<file path="src/rtl/cam_pkg.sv">
`default_nettype none
// ============================================================================
//  Module      : cam_pkg
//  Description : Shared types and constants for the camera ring controller.
//                Holds the per-camera state encoding, the full-buffer
//                percentage and a constant function that validates a
//                parameter set at elaboration time.
//  Revision    : 1.0  initial release
// ============================================================================
package cam_pkg;

    // Per-camera state codes. Codes 5..7 are illegal and recover to IDLE.
    typedef enum logic [2:0] {
        CAM_IDLE    = 3'd0,
        CAM_STANDBY = 3'd1,
        CAM_FILMING = 3'd2,
        CAM_HOLD    = 3'd3,
        CAM_DRAIN   = 3'd4
    } cam_state_e;

    localparam int PCT_MAX = 100;

    // True when the parameter set describes a buildable ring.
    function automatic bit cfg_ok(input int num_cams, input int pct_w,
                                  input int step, input int standby_pct,
                                  input int handoff_pct, input int flush_pct,
                                  input int start_cam);
        return (num_cams >= 2) && (num_cams <= 8)
            && (pct_w >= 7)
            && (step > 0) && (step <= PCT_MAX) && ((PCT_MAX % step) == 0)
            && (standby_pct <= handoff_pct) && (handoff_pct <= PCT_MAX)
            && (flush_pct <= PCT_MAX)
            && (start_cam >= 0) && (start_cam < num_cams);
    endfunction

endpackage
`default_nettype wire

</file>
<file path="src/rtl/cam_channel.sv">
`default_nettype none
// ============================================================================
//  Module      : cam_channel
//  Description : One camera of the ring: state register and fill counter.
//                All changes happen on a tick except illegal-code recovery.
//  Ports       : clock, reset_n     - clock, async active-low reset
//                tick               - fill/drain rate enable
//                start_film         - become the filming camera
//                go_hold            - stop filming and hold the buffer
//                go_standby         - warn an idle camera of upcoming handoff
//                flush              - discard a held buffer
//                download           - start draining a held buffer
//                state, pct         - registered state code and fill percent
//                fill_next          - fill level after one filming step
//                hold               - registered "state is HOLD" flag
//  Revision    : 1.0  initial release
// ============================================================================
module cam_channel
    import cam_pkg::*;
#(
    parameter int PCT_W    = 7,
    parameter int STEP     = 10,
    parameter bit IS_START = 1'b0
) (
    input  logic             clock,
    input  logic             reset_n,
    input  logic             tick,
    input  logic             start_film,
    input  logic             go_hold,
    input  logic             go_standby,
    input  logic             flush,
    input  logic             download,
    output logic [2:0]       state,
    output logic [PCT_W-1:0] pct,
    output logic [PCT_W-1:0] fill_next,
    output logic             hold
);

    localparam logic [PCT_W:0]   c_step_w  = (PCT_W + 1)'(STEP);
    localparam logic [PCT_W:0]   c_max_w   = (PCT_W + 1)'(PCT_MAX);
    localparam logic [PCT_W-1:0] c_step    = PCT_W'(STEP);
    localparam logic [PCT_W-1:0] c_max     = PCT_W'(PCT_MAX);
    localparam cam_state_e       c_rst_st  = IS_START ? CAM_FILMING : CAM_IDLE;

    cam_state_e       state_q, state_d;
    logic [PCT_W-1:0] pct_q, pct_d;
    logic             hold_q;
    logic [PCT_W:0]   w_sum;

    // One extra bit so the sum cannot wrap before it is clamped.
    assign w_sum     = {1'b0, pct_q} + c_step_w;
    assign fill_next = (w_sum > c_max_w) ? c_max : w_sum[PCT_W-1:0];

    always_comb begin
        state_d = state_q;
        pct_d   = pct_q;
        case (state_q)
            CAM_IDLE: begin
                if (tick && start_film)      state_d = CAM_FILMING;
                else if (tick && go_standby) state_d = CAM_STANDBY;
            end
            CAM_STANDBY: begin
                if (tick && start_film) state_d = CAM_FILMING;
            end
            CAM_FILMING: begin
                if (tick) begin
                    pct_d = fill_next;
                    if (go_hold) state_d = CAM_HOLD;
                end
            end
            CAM_HOLD: begin
                // A download on the same tick as a flush keeps the data.
                if (tick && download) begin
                    state_d = CAM_DRAIN;
                end else if (tick && flush) begin
                    state_d = CAM_IDLE;
                    pct_d   = '0;
                end
            end
            CAM_DRAIN: begin
                if (tick) begin
                    if (pct_q <= c_step) begin
                        pct_d   = '0;
                        state_d = CAM_IDLE;
                    end else begin
                        pct_d = pct_q - c_step;
                    end
                end
            end
            default: begin
                state_d = CAM_IDLE;
                pct_d   = '0;
            end
        endcase
    end

    always_ff @(posedge clock or negedge reset_n) begin
        if (!reset_n) begin
            state_q <= c_rst_st;
            pct_q   <= '0;
            hold_q  <= 1'b0;
        end else begin
            state_q <= state_d;
            pct_q   <= pct_d;
            hold_q  <= (state_d == CAM_HOLD);
        end
    end

    assign state = state_q;
    assign pct   = pct_q;
    assign hold  = hold_q;

endmodule
`default_nettype wire

</file>
<file path="src/rtl/camera_ring_controller.sv">
`default_nettype none
// ============================================================================
//  Module      : camera_ring_controller
//  Description : Buffer handoff controller for NUM_CAMS cameras in a ring.
//                Exactly one camera films; it warns and then hands off to its
//                successor, leaving its own buffer held for download or flush.
//  Ports       : clock, reset_n        - clock, async active-low reset
//                tick                  - fill/drain rate enable
//                download[N]           - per-camera download request
//                pct[N*PCT_W]          - per-camera fill percent
//                cam_state[N*3]        - per-camera state code
//                active_cam            - index of the filming camera
//                ready_to_download[N]  - camera is in HOLD
//                overrun               - sticky, handoff blocked at full buffer
//  Revision    : 1.0  initial release
// ============================================================================
module camera_ring_controller
    import cam_pkg::*;
#(
    parameter int NUM_CAMS    = 2,
    parameter int PCT_W       = 7,
    parameter int STEP        = 10,
    parameter int STANDBY_PCT = 80,
    parameter int HANDOFF_PCT = 90,
    parameter int FLUSH_PCT   = 50,
    parameter int START_CAM   = 0
) (
    input  logic                        clock,
    input  logic                        reset_n,
    input  logic                        tick,
    input  logic [NUM_CAMS-1:0]         download,
    output logic [NUM_CAMS*PCT_W-1:0]   pct,
    output logic [NUM_CAMS*3-1:0]       cam_state,
    output logic [$clog2(NUM_CAMS)-1:0] active_cam,
    output logic [NUM_CAMS-1:0]         ready_to_download,
    output logic                        overrun
);

    localparam int               AW            = $clog2(NUM_CAMS);
    localparam logic [PCT_W-1:0] c_standby_pct = PCT_W'(STANDBY_PCT);
    localparam logic [PCT_W-1:0] c_handoff_pct = PCT_W'(HANDOFF_PCT);
    localparam logic [PCT_W-1:0] c_flush_pct   = PCT_W'(FLUSH_PCT);
    localparam logic [PCT_W-1:0] c_pct_max     = PCT_W'(PCT_MAX);

    if (!cfg_ok(NUM_CAMS, PCT_W, STEP, STANDBY_PCT, HANDOFF_PCT, FLUSH_PCT,
                START_CAM)) begin : g_bad_cfg
        $error("camera_ring_controller: illegal parameter set");
    end

    logic [AW-1:0]                   active_q, active_d;
    logic                            overrun_q, overrun_d;

    logic [NUM_CAMS-1:0][2:0]        w_state;
    logic [NUM_CAMS-1:0][PCT_W-1:0]  w_pct;
    logic [NUM_CAMS-1:0][PCT_W-1:0]  w_fill;
    logic [NUM_CAMS-1:0]             w_hold;
    logic [AW-1:0]                   w_succ;
    logic [PCT_W-1:0]                w_act_fill;
    logic [2:0]                      w_succ_state;
    logic                            w_at_handoff;
    logic                            w_succ_free;
    logic                            w_succ_busy;
    logic                            w_handoff;
    logic                            w_want_standby;

    // Thresholds are judged on the fill the filming camera reaches this tick,
    // so the warning and the handoff land on the tick that crosses them.
    always_comb begin
        w_succ         = (active_q == AW'(NUM_CAMS - 1)) ? '0 : active_q + 1'b1;
        w_act_fill     = w_fill[active_q];
        w_succ_state   = w_state[w_succ];
        w_at_handoff   = tick && (w_act_fill >= c_handoff_pct);
        w_succ_free    = (w_succ_state == CAM_IDLE) || (w_succ_state == CAM_STANDBY);
        w_succ_busy    = (w_succ_state == CAM_HOLD) || (w_succ_state == CAM_DRAIN);
        w_handoff      = w_at_handoff && w_succ_free;
        w_want_standby = (w_act_fill >= c_standby_pct);
        active_d       = w_handoff ? w_succ : active_q;
        overrun_d      = overrun_q
                       || (w_at_handoff && w_succ_busy && (w_act_fill == c_pct_max));
    end

    for (genvar i = 0; i < NUM_CAMS; i++) begin : g_cam
        localparam int NXT = (i + 1) % NUM_CAMS;

        cam_channel #(
            .PCT_W    (PCT_W),
            .STEP     (STEP),
            .IS_START (i == START_CAM)
        ) u_chan (
            .clock      (clock),
            .reset_n    (reset_n),
            .tick       (tick),
            .start_film (w_handoff && (w_succ == AW'(i))),
            .go_hold    (w_handoff && (active_q == AW'(i))),
            .go_standby (w_want_standby && (w_succ == AW'(i))),
            // A held buffer is dropped once the camera after it has filmed
            // far enough; only that camera's projected fill matters.
            .flush      ((w_state[NXT] == CAM_FILMING) && (w_fill[NXT] >= c_flush_pct)),
            .download   (download[i]),
            .state      (w_state[i]),
            .pct        (w_pct[i]),
            .fill_next  (w_fill[i]),
            .hold       (w_hold[i])
        );

        assign pct[i*PCT_W +: PCT_W] = w_pct[i];
        assign cam_state[i*3 +: 3]   = w_state[i];
        assign ready_to_download[i]  = w_hold[i];
    end

    always_ff @(posedge clock or negedge reset_n) begin
        if (!reset_n) begin
            active_q  <= AW'(START_CAM);
            overrun_q <= 1'b0;
        end else begin
            active_q  <= active_d;
            overrun_q <= overrun_d;
        end
    end

    assign active_cam = active_q;
    assign overrun    = overrun_q;

endmodule
`default_nettype wire

</file>
<file path="config.mk">
export PLATFORM = sky130hd
export DESIGN_NAME = camera_ring_controller
export DESIGN_NICKNAME = d
export VERILOG_FILES = /design/src/rtl/cam_pkg.sv /design/src/rtl/cam_channel.sv /design/src/rtl/camera_ring_controller.sv
export SDC_FILE = /design/constraint.sdc
export NUM_CORES = 1
export LEC_CHECK = 0
export CORE_ASPECT_RATIO = 1.25
export CORE_MARGIN = 3
export CORE_UTILIZATION = 55
export DETAILED_ROUTE_END_ITERATION = 10
export GPL_TIMING_DRIVEN = 0
export PLACE_DENSITY = 0.87
export SLEW_MARGIN = 5
export SYNTH_ARGS = -nofsm -noshare
export SYNTH_HDL_FRONTEND = slang
export SYNTH_SLANG_ARGS = --single-unit
</file>
<file path="constraint.sdc">
create_clock -name clock -period 2.69 [get_ports clock]
set_input_delay 0.4035 -clock clock [delete_from_list [all_inputs] [get_ports clock]]
set_output_delay 0.4035 -clock clock [all_outputs]
set_load 0.02 [all_outputs]
</file>
# [After elaboration in Yosys (flattened, before gate mapping)]
# Cells that the tools add are included.
[op_classes] n_addsub=5 n_lt_le_gt_ge=10 eq_ne=22 mux=39 n_bitwise=4 reduce_logical=30
[ops] op="2-to-1 mux 7 bit" n=14
[ops] op="2-to-1 mux 3 bit" n=20
[ops] op="case mux 7 bit (4 select lines)" n=2
[ops] op="case mux 3 bit (5 select lines)" n=2
[ops] op="equality test 3 x 2 -> 1 bit, second input constant" n=7
[ops] op="logical AND 1 bit" n=20
[ops] op="adder 7 x 4 -> 8 bit, second input constant" n=2
[ops] op="greater-than comparator 8 x 7 -> 1 bit, second input constant" n=2
[ops] op=">= comparator 7 x 6 -> 1 bit, second input constant" n=2
[ops] op=">= comparator 7 bit, second input constant" n=2
[ops] op="<= comparator 7 x 4 -> 1 bit, second input constant" n=2
[ops] op="subtractor 7 x 4 -> 7 bit, second input constant" n=2
[ops] op="inequality test 2 bit, second input constant" n=6
[ops] op="AND reduction 5 bit" n=2
[ops] op="equality test 3 x 1 -> 1 bit, second input constant" n=3
[ops] op="equality test 3 bit, second input constant" n=3
[ops] op="zero test 3 bit" n=3
[ops] op="equality test 7 bit, second input constant" n=1
[ops] op="< comparator 1 x 2 -> 1 bit, second input constant" n=2
[ops] op="inequality test 2 x 1 -> 1 bit, second input constant" n=2
[ops] op="NOT 1 bit" n=4
[ops] op="OR reduction 2 bit" n=2
[ops] op="logical OR 1 bit" n=3
[ops] op="adder 1 bit, second input constant" n=1
[ops] op="2-to-1 mux 1 bit" n=1
[totals] reg_bits=24 inputBits=5 out_inout_bits=24

# [Longest topological paths before layout]
[logic_depth] depth_word=13 ltp_mapped=11 ltp_nobuf=9

# [Cells and area by module]
# Synthesis repeated with hierarchy kept, for this count alone.
[unflattened] cells_unflattened=281 hier_area_um2=2229.6
[modules_own_cells] mod="cam_channel (g_cam[0].u_chan)" instances=1 cells_per_inst=119 area_each_um2=965.9 seq_area_each_um2=276.5
[modules_own_cells] mod="cam_channel (g_cam[1].u_chan)" instances=1 cells_per_inst=119 area_each_um2=964.7 seq_area_each_um2=275.3
[modules_own_cells] mod="camera_ring_controller" instances=1 cells_per_inst=43 area_each_um2=299.0 seq_area_each_um2=50.0

# [Worst setup path before layout]
# Ideal clock, no wire load.
[synth_timing] path_kind="reg2reg" start="register g_cam[0].u_chan.pct_q[2]" end="register g_cam[1].u_chan.state_q[0]" arrival_time_ns=2.362 required_ns=2.608 path_slack_ns=0.246 path_stages_with_launch=9 n_path_buf=0 period_less_slack_ns=2.444 cell_sequence="dfrtp_1 > ha_1 > o21ai_2 > mux2_2 > a22oi_2 > o22ai_2 > or2_1 > o31a_1 > a31oi_1"
[synth_via] elab_chain_cells=12 elab_cells_between_ends=25 classes_between="1 x add/sub; 4 x order compare; 11 x mux; 9 x reduce/logical"
[synth_rtl] element="from (decl)" line_no="cam_channel.sv:46" rtl="logic [PCT_W-1:0] pct_q, pct_d;"
[synth_rtl] element="from (signal assigned)" line_no="cam_channel.sv:104" rtl="pct_q <= pct_d;"
[synth_rtl] element="adder 7 x 4 -> 8 bit *" line_no="cam_channel.sv:51" rtl="assign w_sum = {1'b0, pct_q} + c_step_w;"
[synth_rtl] element="greater-than comparator 8 x 7 -> 1 bit" line_no="cam_channel.sv:52" rtl="assign fill_next = (w_sum > c_max_w) ? c_max : w_sum[PCT_W-1:0];"
[synth_rtl] element="2-to-1 mux 7 bit *" line_no="cam_channel.sv:52"
[synth_rtl] element="2-to-1 mux 7 bit (not written as such) (2 in series)" line_no="camera_ring_controller.sv:70" rtl="w_act_fill = w_fill[active_q];"
[synth_rtl] element=">= comparator 7 bit" line_no="camera_ring_controller.sv:72" rtl="w_at_handoff = tick && (w_act_fill >= c_handoff_pct);"
[synth_rtl] element="logical AND 1 bit" line_no="camera_ring_controller.sv:72"
[synth_rtl] element="logical AND 1 bit" line_no="camera_ring_controller.sv:75" rtl="w_handoff = w_at_handoff && w_succ_free;"
[synth_rtl] element="logical AND 1 bit, on equally long branches" line_no="camera_ring_controller.sv:94, camera_ring_controller.sv:93"
[synth_rtl] element="2-to-1 mux 3 bit / logical AND 1 bit (equally long branches)" line_no="cam_channel.sv:68, cam_channel.sv:59, cam_channel.sv:63"
[synth_rtl] element="2-to-1 mux 3 bit, on equally long branches" line_no="cam_channel.sv:66, cam_channel.sv:63, cam_channel.sv:59"
[synth_rtl] element="case mux 3 bit (5 select lines) *" line_no="cam_channel.sv:57" rtl="case (state_q)"
[synth_rtl] element="named net g_cam[1].u_chan.state_d[0]" line_no="cam_channel.sv:45" rtl="cam_state_e state_q, state_d;"
[synth_rtl] element="to (signal assigned)" line_no="cam_channel.sv:99" rtl="state_q <= c_rst_st;"
[synth_rtl] element="to (signal assigned)" line_no="cam_channel.sv:103" rtl="state_q <= state_d;"
[synth_rtl] element="to (decl)" line_no="cam_channel.sv:45"
# The timed path passes the listed nets; every way through them passes the cells marked *. The select of a mux whose other input is x is not followed.
# A chain may end at the register's enable or synchronous reset.

# [Worst setup path in the final report]
[layout_timing] start="register g_cam[1].u_chan.pct_q[2]" end="register g_cam[0].u_chan.pct_q[6]"
[layout_via] elab_chain_cells=8
[layout_rtl] element="from (decl)" line_no="cam_channel.sv:46"
[layout_rtl] element="from (signal assigned)" line_no="cam_channel.sv:104"
[layout_rtl] element="adder 7 x 4 -> 8 bit *" line_no="cam_channel.sv:51"
[layout_rtl] element="greater-than comparator 8 x 7 -> 1 bit" line_no="cam_channel.sv:52"
[layout_rtl] element="2-to-1 mux 7 bit *" line_no="cam_channel.sv:52"
[layout_rtl] element=">= comparator 7 x 6 -> 1 bit *" line_no="camera_ring_controller.sv:98" rtl=".flush ((w_state[NXT] == CAM_FILMING) && (w_fill[NXT] >= c_flush_pct)),"
[layout_rtl] element="logical AND 1 bit *" line_no="camera_ring_controller.sv:98"
[layout_rtl] element="logical AND 1 bit *" line_no="cam_channel.sv:75" rtl="end else if (tick && flush) begin"
[layout_rtl] element="inequality test 2 x 1 -> 1 bit (no source line) *"
[layout_rtl] element="AND reduction 5 bit (no source line) *"
# Mark *: on every way between the ends. The rest lies on a longest branch, timed or not.

==> summary.txt <==
Outcome
  – Status: finished clean

Power
  – Gate power share: 4.1%
  – Total power: 0.000720 W
  – Net Sw Power: 0.000149 W
  – Pwr/cell area: 244 nW/um^2
  – Peak supply drop: 137 uV
  – Clock power frac: 45.6%
  – Sequential Power Share: 50.3%
  – Sw Ratio: 20.7%
  – Internal power: 0.000571 W
  – Leakage: 1.14 nW

Worst setup path
  – CP top delay family: compound AO/OA/AOI/OAI gates
  – Worst EP arrival: 2.79 ns
  – CP max stage cell: dfrtp_2
  – Reg-to-Reg Start: g_cam[1].u_chan.pct[2]
  – Critical Path End Type: register
  – Crit-path max FO: 10
  – Critical-path cell list: ha_1 -> buf_4 -> o21ai_4 -> xor2_1 -> o22ai_1 -> a41oi_2 -> nor3_4 -> o21ai_0 -> a22o_1
  – Req. time, crit path: 2.86 ns
  – CP Class: reg -> reg
  – Worst path max stage delay: 0.50 ns
  – Critical path launch point type: register
  – Reg-to-Reg End: g_cam[0].u_chan.pct[6]
  – Register-to-register setup slack: 0.07 ns
  – Worst path bufs/invs: 1
  – Reg2Reg Depth: 9

Synthesis
  – Mean Syn Cell Area: 8.33 um^2
  – Ys Warns: 0
  – Main combinational cell family by area after synthesis: compound AO/OA/AOI/OAI gates
  – Dominant cell type by area after synthesis: dfrtp_1
  – Sequential area share after synthesis: 24.9%
  – Fraction of registers with async set/reset: 100%
  – Area contributors post-synth: dfrtp_1, o21ai_0, a21oi_1
  – Adder-cell share of the synthesized area: 3.11%
  – Number of synthesized flops with an enable pin: 0
  – Register bit count reported by yosys: 24
  – Simple-Gate Fraction of Synth Area: 23.9%
  – Top_reg_cell synth: dfrtp_1
  – Mapped cell area: 2410 um^2
  – Post-synthesis mux area share: 2.18%
  – Syn Nets: 301
  – Post-Synth XOR/XNOR Area: 2.54%
  – Synth unique cells: 85
  – Gate Count Post-Synth: 290
  – Synth top area share: 23.8%
  – Synth Area in Compound Gates: 36.7%

STA
  – Clock skew: 0.00475 ns
  – Normalized max-slew margin: 24.7%
  – Tmin final: 2.62 ns
  – Fmax: 0.381 GHz
  – Final Hold Viols: 0
  – Transition time of the tightest slew-check pin: 1.13 ns
  – Period utilisation layout: 97.5%
  – Final setup fails: 0
  – Max Slew Vio Count: 0

Detailed routing
  – Initial DRC count: 261
  – Drt wl/cell: 17.6 um
  – DRT Pass-1 Iters: 5
  – Vias: 2525
  – Drt via density: 6.64
  – Drt total wl: 6700 um
  – Post-route ant nets: 0
  – DRC violations left: 0

Floorplanning
  – Core area: 4160 um^2
  – Die area: 5230 um^2
  – Die width: 65.3 um
  – Cell Rows: 26
  – Starting Density: 58.0%
  – IO Pins: 29
  – Die Y: 80.1 um

Flow run
  – Max-capacitance violation count: 0

Final layout
  – Area Growth Syn to Fin: 22.2%
  – # diodes: 0
  – Fillcell total: 357
  – Layout Utilization: 70.9%
  – Final net count: 336
  – Layout cells sized above 1: 19.1%

Hold path
  – Hold path endpoint: overrun
  – Hold_sp: overrun
  – Worst Hold Depth: 1
  – HP Class: reg -> reg

Clocking
  – Root buf cell: clkbuf_8
  – Clk_lat worst skew: 0.27 ns
  – CTS H-tree lvls: 1
  – CTS tree: yes
  – Clock-pin transition on the worst setup and hold timing paths: 0.09 ns
  – Hold buffers post-CTS: 0
  – Total CTS buffers: 3
  – Max Root-Sink Buffers: 2
  – Sink Count: 24

Placement
  – Placer Congestion: 0.925
  – Port-buffer cells: 28
  – Final HPWL DP: 4900 um

Global route
  – Largest net degree at the start of global routing: 25
  – Gr usage total: 26.0%
  – Global-route wire length before repair: 10900 um
  – Total gr overflow: 0
  – Number of global-route vias before repair: 2457
  – Antenna violations before repair: 0
==> cell usage after synthesis (4+ instances only) <==
| cell type | instances |
|---|---|
| a31oi_1 | 6 |
| buf_2 | 8 |
| o22ai_1 | 4 |
| nor2_1 | 17 |
| a21boi_0 | 4 |
| o211ai_1 | 4 |
| nand2b_1 | 8 |
| buf_4 | 5 |
| o21a_1 | 7 |
| nand3_1 | 6 |
| a21o_1 | 7 |
| nor3_1 | 6 |
| ha_1 | 6 |
| a21oi_1 | 17 |
| and2_1 | 4 |
| dfrtp_1 | 23 |
| xnor2_1 | 4 |
| inv_1 | 13 |
| o21ai_0 | 23 |
| nand2_1 | 22 |
==> power groups by stage <==
stage	sequential [W]	combinational [W]	clock, W
floorplan	0.000370	0.00000989	0
global placement	0.000369	0.0000284	0
detailed placement	0.000369	0.0000291	0
CTS	0.000362	0.0000294	0.000335
global route	0.000363	0.0000329	0.000351
finish	0.000362	0.0000298	0.000328
==> what timing repair did <==
item	CTS	global route
gates resized for setup	3	18
endpoints found under the setup margin	11	16
pin swaps	0	3
setup buffers	0	2
cloned	0	0
==> worst max-delay path by stage <==
| stage | from | end | cells past startpoint |
|---|---|---|---|
| 4_1_cts | g_cam[0].u_chan.pct[2] | g_cam[1].u_chan.pct[5] | 9 |
| 3_5_place_dp | g_cam[0].u_chan.pct[2] | g_cam[0].u_chan.pct[3] | 7 |
| 6_report | g_cam[1].u_chan.pct[2] | g_cam[0].u_chan.pct[6] | 9 |
| 2_1_floorplan | g_cam[0].u_chan.pct[2] | g_cam[1].u_chan.state[0] | 8 |
| 5_1_grt | g_cam[1].u_chan.pct[1] | g_cam[1].u_chan.state[0] | 9 |
| 3_3_place_gp | g_cam[0].u_chan.pct[2] | g_cam[0].u_chan.state[0] | 8 |
==> worst register-to-register path, cell delays in order (launching register included) <==
cell	delay, ns
dfrtp_2	0.50
ha_1	0.20
buf_4	0.17
o21ai_4	0.26
xor2_1	0.19
o22ai_1	0.22
a41oi_2	0.20
nor3_4	0.41
o21ai_0	0.15
a22o_1	0.21
==> flip-flops by register name, indices dropped and copies added, names as in the netlist <==
name,flops
g_cam.u_chan.hold,2
g_cam.u_chan.pct,14
g_cam.u_chan.state,6
overrun,1
active_cam,1
==> cells in the final DEF (no fill, tap or decap), types with 8 or more instances in the layout <==
cell / count
clkdlybuf4s50_1: 28
nand2_1: 22
o21ai_0: 22
dfrtp_1: 20
a21oi_1: 17
nor2_1: 17
inv_1: 13
nand2b_1: 8
==> final cells by class <==
type                            instances  area, um^2  area share [%]
Buffer                                 18         115            3.90
Timing Repair Buffer                   30         308            10.4
Tap cell                               56        70.1            2.37
Clock inverter                          1        30.0            1.02
Sequential cell                        24         606            20.5
Multi-Input combinational cell        235        1730            58.7
Inverter                               13        48.8            1.65
Clock buffer                            3        41.3            1.40
==> cells by family (layout without fill, tap and decap cells) <==
logic type | Yosys count | after routing
flops | 24 | 24
buf+inv | 31 | 65
xor+xnor | 7 | 7
mux | 5 | 5
simple gates | 99 | 99
compound gates | 118 | 118
fa+ha+maj | 6 | 6
==> metrics by stage <==
stage | setup TNS (ns) | worst slack, ns | instance area, um^2 | hold WS (ns) | instances
floorplan | 0 | 0.246 | 2410 | 0.108 | 290
global placement | 0 | 0.00297 | 2770 | 0.453 | 374
detailed placement | -0.0233 | -0.0219 | 2770 | 0.484 | 374
CTS | 0 | 0.00511 | 2850 | 0.505 | 378
global route | -0.0883 | -0.0498 | 2950 | 0.520 | 380
finish | 0 | 0.0679 | 2950 | 0.499 | 380
==> layer usage <==
metal,vias to the layer above,global-route usage [%],wire [um]
met3,35,3.78,353
met2,118,46.5,3450
li1,1164,-,-
met1,1208,28.9,2590
met4,0,14.7,302
met5,-,0,0
Power figures use the tool's default switching activity.
